$ cat src/rtl/la_oa33_arb_if.sv
// Handshake bundle for the la_oa33_arb rendezvous arbiter.
//   a_req/b_req : group A / group B request vectors (bit i = requester i)
//   done        : transfer complete from the shared channel
//   a_gnt/b_gnt : one-hot grants, all zero when idle
//   busy        : high while a pairing is granted
//   tmo         : one-cycle pulse when a grant is aborted by timeout
// master drives requests/done; slave is the arbiter.
interface la_oa33_arb_if;
  logic [2:0] a_req;
  logic [2:0] b_req;
  logic       done;
  logic [2:0] a_gnt;
  logic [2:0] b_gnt;
  logic       busy;
  logic       tmo;

  modport master (
    output a_req, b_req, done,
    input  a_gnt, b_gnt, busy, tmo
  );

  modport slave (
    input  a_req, b_req, done,
    output a_gnt, b_gnt, busy, tmo
  );
endinterface

$ cat src/rtl/la_oa33_arb.sv
// Rendezvous arbiter: pairs one of three group-A requesters with one of
// three group-B requesters when (|a_req) & (|b_req). Each side is picked
// round-robin; both grants are held until done or until TIMEOUT cycles
// elapse (TIMEOUT=0 disables the timeout). All outputs are registered.
//   clk   : rising-edge clock
//   reset : asynchronous active-high reset
//   bus   : la_oa33_arb_if.slave (a_req, b_req, done in; a_gnt, b_gnt,
//           busy, tmo out)
module la_oa33_arb #(
  parameter              PROP    = "DEFAULT",
  parameter int unsigned TIMEOUT = 8
) (
  input  logic               clk,
  input  logic               reset,
  la_oa33_arb_if.slave       bus
);

  localparam int unsigned   CW       = (TIMEOUT > 1) ? $clog2(TIMEOUT) : 1;
  localparam logic [CW-1:0] TMO_LAST = CW'((TIMEOUT > 0) ? TIMEOUT - 1 : 0);
  localparam int unsigned   UnusedPropBits = $bits(PROP);

  typedef enum logic {IDLE, GRANT} state_t;

  state_t        state_q;
  logic [1:0]    a_ptr_q, b_ptr_q;
  logic [1:0]    a_ptr_d, b_ptr_d;
  logic [2:0]    a_gnt_q, b_gnt_q;
  logic [2:0]    a_gnt_d, b_gnt_d;
  logic          busy_q, tmo_q;
  logic [CW-1:0] count_q;
  logic          match;

  function automatic logic [1:0] inc3(input logic [1:0] x);
    return (x == 2'd2) ? 2'd0 : x + 2'd1;
  endfunction

  // First asserted request scanning ptr, ptr+1, ptr+2 (mod 3).
  function automatic logic [1:0] rr_pick(input logic [2:0] req,
                                         input logic [1:0] ptr);
    logic [1:0] c0, c1, c2;
    c0 = ptr;
    c1 = inc3(c0);
    c2 = inc3(c1);
    if (req[c0])      return c0;
    else if (req[c1]) return c1;
    else              return c2;
  endfunction

  always_comb begin
    logic [1:0] a_win, b_win;
    a_win   = rr_pick(bus.a_req, a_ptr_q);
    b_win   = rr_pick(bus.b_req, b_ptr_q);
    a_gnt_d = 3'b001 << a_win;
    b_gnt_d = 3'b001 << b_win;
    a_ptr_d = inc3(a_win);
    b_ptr_d = inc3(b_win);
    match   = (|bus.a_req) & (|bus.b_req);
  end

  always_ff @(posedge clk or posedge reset) begin
    if (reset) begin
      state_q <= IDLE;
      a_ptr_q <= '0;
      b_ptr_q <= '0;
      a_gnt_q <= '0;
      b_gnt_q <= '0;
      busy_q  <= 1'b0;
      tmo_q   <= 1'b0;
      count_q <= '0;
    end else begin
      tmo_q <= 1'b0;
      case (state_q)
        IDLE: begin
          if (match) begin
            a_gnt_q <= a_gnt_d;
            b_gnt_q <= b_gnt_d;
            a_ptr_q <= a_ptr_d;
            b_ptr_q <= b_ptr_d;
            busy_q  <= 1'b1;
            count_q <= '0;
            state_q <= GRANT;
          end
        end
        GRANT: begin
          // done has priority over a simultaneous timeout expiry.
          if (bus.done) begin
            a_gnt_q <= '0;
            b_gnt_q <= '0;
            busy_q  <= 1'b0;
            state_q <= IDLE;
          end else if ((TIMEOUT > 0) && (count_q == TMO_LAST)) begin
            a_gnt_q <= '0;
            b_gnt_q <= '0;
            busy_q  <= 1'b0;
            tmo_q   <= 1'b1;
            state_q <= IDLE;
          end else if (TIMEOUT > 0) begin
            count_q <= count_q + 1'b1;
          end
        end
        default: state_q <= IDLE;
      endcase
    end
  end

  assign bus.a_gnt = a_gnt_q;
  assign bus.b_gnt = b_gnt_q;
  assign bus.busy  = busy_q;
  assign bus.tmo   = tmo_q;

endmodule

$ cat src/flat_wrapper.sv
// flat-port wrapper written by rule: the top's interface ports become plain ports
module la_oa33_arb_flat 
#(
  parameter              PROP    = "       ",
  parameter int unsigned TIMEOUT = 8
)
  (clk, reset, bus_a_req, bus_b_req, bus_done, bus_a_gnt, bus_b_gnt, bus_busy, bus_tmo);
  la_oa33_arb_if bus_i ();
  input  logic clk;
  input  logic reset;
  input wire logic [$bits(bus_i.a_req)-1:0] bus_a_req;
  input wire logic [$bits(bus_i.b_req)-1:0] bus_b_req;
  input wire logic [$bits(bus_i.done)-1:0] bus_done;
  output wire logic [$bits(bus_i.a_gnt)-1:0] bus_a_gnt;
  output wire logic [$bits(bus_i.b_gnt)-1:0] bus_b_gnt;
  output wire logic [$bits(bus_i.busy)-1:0] bus_busy;
  output wire logic [$bits(bus_i.tmo)-1:0] bus_tmo;
  assign bus_i.a_req = bus_a_req;
  assign bus_i.b_req = bus_b_req;
  assign bus_i.done = bus_done;
  assign bus_a_gnt = bus_i.a_gnt;
  assign bus_b_gnt = bus_i.b_gnt;
  assign bus_busy = bus_i.busy;
  assign bus_tmo = bus_i.tmo;
  la_oa33_arb #(.PROP(PROP), .TIMEOUT(TIMEOUT)) u_core (.clk(clk), .reset(reset), .bus(bus_i));
endmodule
$ cat config.mk
export PLATFORM = sky130hd
export DESIGN_NAME = la_oa33_arb_flat
export DESIGN_NICKNAME = d
export VERILOG_FILES = /design/src/rtl/la_oa33_arb_if.sv /design/src/rtl/la_oa33_arb.sv /design/src/flat_wrapper.sv
export SDC_FILE = /design/constraint.sdc
export NUM_CORES = 1
export LEC_CHECK = 0
export CORE_MARGIN = 1.5
export CORE_UTILIZATION = 45
export CTS_BUF_LIST = sky130_fd_sc_hd__clkbuf_4
export CTS_CLUSTER_SIZE = 25
export DETAILED_ROUTE_END_ITERATION = 12
export GPL_TIMING_DRIVEN = 0
export PLACE_DENSITY = 0.75
export SLEW_MARGIN = 0
export SYNTH_ARGS = -nofsm -noshare
export SYNTH_HDL_FRONTEND = slang
export SYNTH_SLANG_ARGS = --single-unit
$ cat constraint.sdc
create_clock -name clk -period 1.65 [get_ports clk]
set_input_delay 0.165 -clock clk [delete_from_list [all_inputs] [get_ports clk]]
set_output_delay 0.165 -clock clk [all_outputs]
set_load 0.01 [all_outputs]
==> results.json, run 1 <==
{
  "syn_area_per_cell_um2": 10.65,
  "layout.nets": 105,
  "fp.dieH_um": 44.86,
  "synth-seq-cells": 16,
  "rsz0062_at_grt": "no",
  "crit_path_end_kind": "flip-flop",
  "vdd_drop_max_mv": 0.8424,
  "postPlaceCellArea_um2": 968.4,
  "first_pass_iters": 2,
  "gp_congestion": 0.7157,
  "syn_nets": 85,
  "fin_crit_sh": 0.9338,
  "antenna_found_initial": 0,
  "layout_common_cells": "16 x clkdlybuf4s50_1, 16 x dfrtp_1, 8 x nand2_1, 8 x nand3_1",
  "fmax_mhz": 649.0,
  "grt_pass1_wl_um": 2518,
  "diodes": 0,
  "clkPwrFrac": 0.136,
  "clockBufferDepth": 2,
  "fp.coreArea_um2": 1577,
  "dpl.hpwl_um": 1133,
  "period_minus_slack_ns": 1.541,
  "root_buffer": "clkbuf_4",
  "p_total_w": 0.001540,
  "grt-ovfl-total": 0,
  "clk_latency_ns": 0.28,
  "initial_core_util": 0.5000,
  "yosysSeqAreaShare": 0.5079,
  "worstSetupStartpointType": "flip-flop",
  "vias_per_cell": 5.495,
  "syn_inst": 74,
  "numCtsBuffers": 3,
  "route.detailed.drc": 0,
  "switchingPower_w": 0.0005422,
  "yosysWarnings": 0,
  "avgRoutedWirePerCell_um": 13.49,
  "ctsHoldBuffers": 0,
  "worst_pin_slew_ns": 0.5762,
  "clkTransAtPathRegs_ns": 0.09,
  "critPathMaxFanout": 7,
  "setup_viol": 0,
  "cp.arrival_ns": 1.71,
  "final_cell_area_um2": 997.2,
  "slew_violations": 0,
  "postRouteWirelength_um": 1470,
  "outcome": "complete, no violations",
  "first_iter_violations": 2,
  "drive_gt1_frac": 0.1398,
  "hold_viol_final": 0,
  "critPathRequiredTime_ns": 1.82,
  "skew_ns": 0.0007737,
  "cap_violations": 0,
  "hold_class": "in -> async",
  "internal_power_w": 0.0009974,
  "slew_headroom": 0.6155,
  "combPwrFrac": 0.429,
  "core.rowCount": 14,
  "p_leak_nw": 0.4649,
  "cts_sinks": 16,
  "swShare": 0.3522,
  "syn_area_um2": 788.3,
  "grt_pass1_vias": 596,
  "ant_nets": 0,
  "die-area_um2": 2012,
  "cts_tree": "done",
  "pin_count": 17,
  "chipWidth_um": 44.86,
  "power_density_nw_per_um2": 1544,
  "grt_usage": 0.1802,
  "share_seq_of_total_power": 0.435,
  "area_delta_synth_final_pct": 26.51,
  "vias": 599,
  "htreeDepth": 1,
  "io_buffers": 16,
  "grt_max_degree": 17,
  "ys_types": 30,
  "worstSetupPathType": "reg -> reg"
}
[path summary, 6_finish.rpt]
check | slack [ns] | startpoint | to | depth (start not counted)
hold reg to reg | 0.50 | u_core.bus.busy$_DFFE_PP0P_ | u_core.bus.busy$_DFFE_PP0P_ | 2
setup / recovery | 0.11 | u_core.count_q[0]$_DFFE_PP0P_ | u_core.count_q[0]$_DFFE_PP0P_ | 5
min in group clk | 0.50 | u_core.bus.busy$_DFFE_PP0P_ | u_core.bus.busy$_DFFE_PP0P_ | 2
max in group asynchronous | 1.05 | reset | u_core.b_ptr_q[1]$_DFFE_PP0P_ | 2
setup reg to reg | 0.11 | u_core.count_q[0]$_DFFE_PP0P_ | u_core.count_q[0]$_DFFE_PP0P_ | 5
hold / removal | 0.23 | reset | u_core.bus.busy$_DFFE_PP0P_ | 2
[worst max-delay path: stages, from the launching register on]
cell     delay (ns)
dfrtp_1        0.40
ha_1           0.21
ha_1           0.21
or3b_4         0.44
nand3_1        0.09
o21ai_0        0.08
[final cells by class]
cell class	count	area, um^2
plain buffers	2	25.02
clock buffers	3	22.52
clock inverters	1	3.754
fillers	132	579.3
inverters	5	18.77
multi-input cells	50	346.6
flip-flops and latches	16	400.4
well taps	16	20.02
repair buffers	16	160.2
[logic make-up (layout without fill, tap and decap cells)]
group,count (synthesis),after routing,share of synthesized area
adder cells (fa/ha/maj),2,2,0.03174
AO/OA/AOI/OAI,17,17,0.1492
buffers and inverters,8,27,0.06031
AND/OR/NAND/NOR,31,31,0.2508
flip-flops,16,16,0.5079
[metrics by stage]
step / std cells / hold slack [ns] / utilization / worst slack (ns) / TNS [ns]
2_1_floorplan: 74 / 0.07874 / - / 0.03160 / 0
3_3_place_gp: 106 / 0.4667 / 0.6143 / -0.06157 / -0.4271
3_5_place_dp: 106 / 0.4741 / 0.6143 / -0.09522 / -0.7661
4_1_cts: 109 / 0.2550 / 0.6302 / 0.04615 / 0
5_1_grt: 109 / 0.3086 / 0.6325 / 0.01828 / 0
6_report: 109 / 0.2273 / 0.6325 / 0.1092 / 0
[registers in the layout (all words and copies together) (netlist names)]
| signal | count |
|---|---|
| u_core.bus.a_gnt | 3 |
| u_core.bus.b_gnt | 3 |
| u_core.count_q | 3 |
| u_core.a_ptr_q | 2 |
| u_core.b_ptr_q | 2 |
| u_core.bus.busy | 1 |
| u_core.bus.tmo | 1 |
| u_core.state_q | 1 |
[Yosys cell counts (all sizes together)]
| master | n | area (um^2) |
|---|---|---|
| a21o | 2 | 17.52 |
| a21oi | 1 | 5.000 |
| a311oi | 1 | 8.760 |
| a31o | 2 | 17.52 |
| a31oi | 1 | 6.260 |
| and2b | 1 | 7.510 |
| and3b | 1 | 8.760 |
| and4bb | 1 | 12.51 |
| buf | 1 | 11.26 |
| clkbuf | 2 | 17.51 |
| dfrtp | 16 | 400.4 |
| ha | 2 | 25.02 |
| inv | 5 | 18.77 |
| nand2 | 8 | 30.03 |
| nand2b | 1 | 6.260 |
| nand3 | 8 | 40.04 |
| nand3b | 1 | 7.510 |
| nor2b | 2 | 12.51 |
| nor3 | 3 | 15.01 |
| nor3b | 1 | 12.51 |
| nor4 | 1 | 6.260 |
| nor4b | 1 | 23.77 |
| o211ai | 1 | 7.510 |
| o21ai | 7 | 35.03 |
| o221ai | 1 | 8.760 |
| o41a | 1 | 11.26 |
| or3 | 1 | 6.260 |
| or3b | 1 | 8.760 |
[power groups by stage]
| stage | registers (W) | clock network, W | logic [W] |
|---|---|---|---|
| global placement | 0.000668 | 0 | 0.000644 |
| finish | 0.000669 | 0.000209 | 0.000661 |
| detailed placement | 0.000678 | 0 | 0.000665 |
| global route | 0.000693 | 0.000236 | 0.000732 |
| floorplan | 0.000691 | 0 | 0.000375 |
| CTS | 0.000671 | 0.000215 | 0.000671 |
[routing by layer]
layer  up-vias  global-route usage  part of all wire
li1        306                   -                 -
met1       285              0.2120              0.45
met2         6              0.3043              0.51
met3         2             0.03600             0.032
met4         0              0.1059            0.0061
met5         -                   0                 0
[timing repair]
item                                    4_1_cts  5_1_grt
buffers inserted                              0        0
gates resized for setup                       1        1
endpoints found under the setup margin        3        3
(Power assumes the default switching activity.)
==> inputs of run 2 (changes only) <==
--- a/config.mk
+++ b/config.mk
@@ -11,7 +11,7 @@
 export CTS_CLUSTER_SIZE = 25
 export DETAILED_ROUTE_END_ITERATION = 12
 export GPL_TIMING_DRIVEN = 0
-export PLACE_DENSITY = 0.75
+export PLACE_DENSITY = 0.72
 export SLEW_MARGIN = 0
 export SYNTH_ARGS = -nofsm -noshare
 export SYNTH_HDL_FRONTEND = slang
==> constraint.sdc (replaced) <==
create_clock -name clk -period 1.5 [get_ports clk]
set_input_delay 0.15 -clock clk [delete_from_list [all_inputs] [get_ports clk]]
set_output_delay 0.15 -clock clk [all_outputs]
set_load 0.01 [all_outputs]
==> run 2 against run 1 <==
- die area stayed put
- largest power group is now combinational logic
- highest routed layer unchanged
- setup slack got worse by 0.062 ns
- critical endpoint unchanged
- count of clock-buffer cells in the layout unchanged
==> results.json, run 2 (synthesis gave the netlist of run 1 again) <==
{
  "period_minus_slack_ns": 1.453,
  "initial_core_util": 0.5000,
  "gp_congestion": 0.7891,
  "power_density_nw_per_um2": 1696,
  "p_leak_nw": 0.4730,
  "fmax_mhz": 688.3,
  "ant_nets": 0,
  "layout_commonest_cell": "clkdlybuf4s50_1",
  "reg2reg_slack_ns": 0.05,
  "crit_path_end_kind": "flip-flop",
  "htreeDepth": 1,
  "dpl.cell_count": 106,
  "reg2regPathDepth": 5,
  "cts_tree": "done",
  "fin_hold_ws_ns": 0.2094,
  "outcome": "complete, no violations",
  "core.rowCount": 14,
  "skew_ns": 0.001949,
  "slew_violations": 0,
  "area_delta_synth_final_pct": 33.65,
  "layout.nets": 107,
  "worstSetupStartpointType": "flip-flop",
  "instances_no_fill": 111,
  "cts_sinks": 16,
  "post-route-util": 0.6683,
  "postRouteWirelength_um": 1577,
  "p_total_w": 0.001787,
  "cp.arrival_ns": 1.64,
  "vias": 635,
  "io_buffers": 16,
  "crit-reg2reg-launch": "u_core.count_q[1]$_DFFE_PP0P_",
  "r2r_end": "u_core.count_q[0]$_DFFE_PP0P_",
  "route.detailed.drc": 0,
  "grt_pass1_vias": 632,
  "numCtsBuffers": 3,
  "pre_cts_slack_ns": -0.2224,
  "vias_per_cell": 5.721,
  "worst_pin_slew_ns": 0.5921,
  "layout_common_cells": "16 x clkdlybuf4s50_1, 15 x dfrtp_1, 8 x nand2_1",
  "grt_pass1_wl_um": 2684,
  "die-area_um2": 2012,
  "clk_latency_ns": 0.30,
  "fin_crit_sh": 0.9686,
  "drive_gt1_frac": 0.2421,
  "clkTransAtPathRegs_ns": 0.09,
  "avgRoutedWirePerCell_um": 14.21,
  "grt_max_degree": 17,
  "worstSetupPathType": "reg -> reg",
  "hold_viol_final": 0,
  "cap_violations": 0,
  "clockBufferDepth": 2,
  "critPathRequiredTime_ns": 1.69,
  "setup_slack_ns": 0.04713,
  "grt_usage": 0.1917,
  "fp.coreArea_um2": 1577,
  "antenna_found_initial": 0,
  "first_iter_violations": 6,
  "vdd_drop_max_mv": 0.9391,
  "critPathMaxFanout": 7,
  "slew_headroom": 0.6048,
  "diodes": 0,
  "hold_class": "in -> async",
  "first_pass_iters": 4,
  "fp.dieH_um": 44.86,
  "pin_count": 17,
  "grt-ovfl-total": 0,
  "chipWidth_um": 44.86,
  "root_buffer": "clkbuf_4",
  "dpl.hpwl_um": 1138,
  "setup_viol": 0
}
## run 2: cell types whose count changed in the layout (fill, tap and decap cells not counted), moves of 2 or more
cell	change
nand3_1	-2
ha_1	-2
nand3_2	+2
buf_4	+2
## run 2: metal layers
metal  wire length [um]  GRT usage
met1                715     0.2240
met2                746     0.3188
met3                 74    0.05200
met4                 40     0.1059
met5                  0          0
## run 2: cell type report
type	count	area, um^2
buffer	2	25.02
clock buffer	3	22.52
tap	16	20.02
sequential	16	401.6
inverter	5	18.77
clock inverter	1	3.754
fill	133	523.0
multi-input combinational	50	386.6
timing repair buffer	18	175.2
## run 2: worst max-delay path by stage
stage,start,to,slack [ns],cells after the start
final,u_core.count_q[1]$_DFFE_PP0P_,u_core.count_q[0]$_DFFE_PP0P_,0.05,5
after global routing,u_core.state_q$_DFF_PP0_,u_core.bus.a_gnt[1]$_DFFE_PP0P_,-0.005,4
after CTS,u_core.count_q[0]$_DFFE_PP0P_,u_core.count_q[0]$_DFFE_PP0P_,0.01,5
after detailed placement,bus_b_req[1],u_core.count_q[0]$_DFFE_PP0P_,-0.22,7
after global placement,bus_b_req[0],u_core.count_q[0]$_DFFE_PP0P_,-0.20,7
after floorplan,u_core.count_q[0]$_DFFE_PP0P_,u_core.count_q[0]$_DFFE_PP0P_,0.008,6
## run 2: timing repair
item	4_1_cts	5_1_grt
pin swaps	0	3
gates cloned	0	0
setup endpoints to repair	10	7
buffers inserted	1	1
hold buffers	0	0
gates resized for setup	1	8
## run 2: metrics by stage
| stage | setup TNS, ns | instance area [um^2] |
|---|---|---|
| global route | -0.008898 | 1054 |
| floorplan | 0 | 805.8 |
| detailed placement | -2.427 | 985.9 |
| global placement | -2.171 | 985.9 |
| CTS | 0 | 1010 |
| finish | 0 | 1054 |
## run 2: power by group
part	total, W	switching, W	internal [W]
Combinational	0.000794	0.000351	0.000443
Sequential	0.000753	0.000147	0.000606
Clock	0.000240	0.000142	0.0000971
## run 2: critical path, stage by stage (launching register included)
cell and delay (ns):
dfrtp_1 0.41, ha_2 0.21, ha_4 0.16, or3b_4 0.41
nand3_1 0.10, o21ai_1 0.06
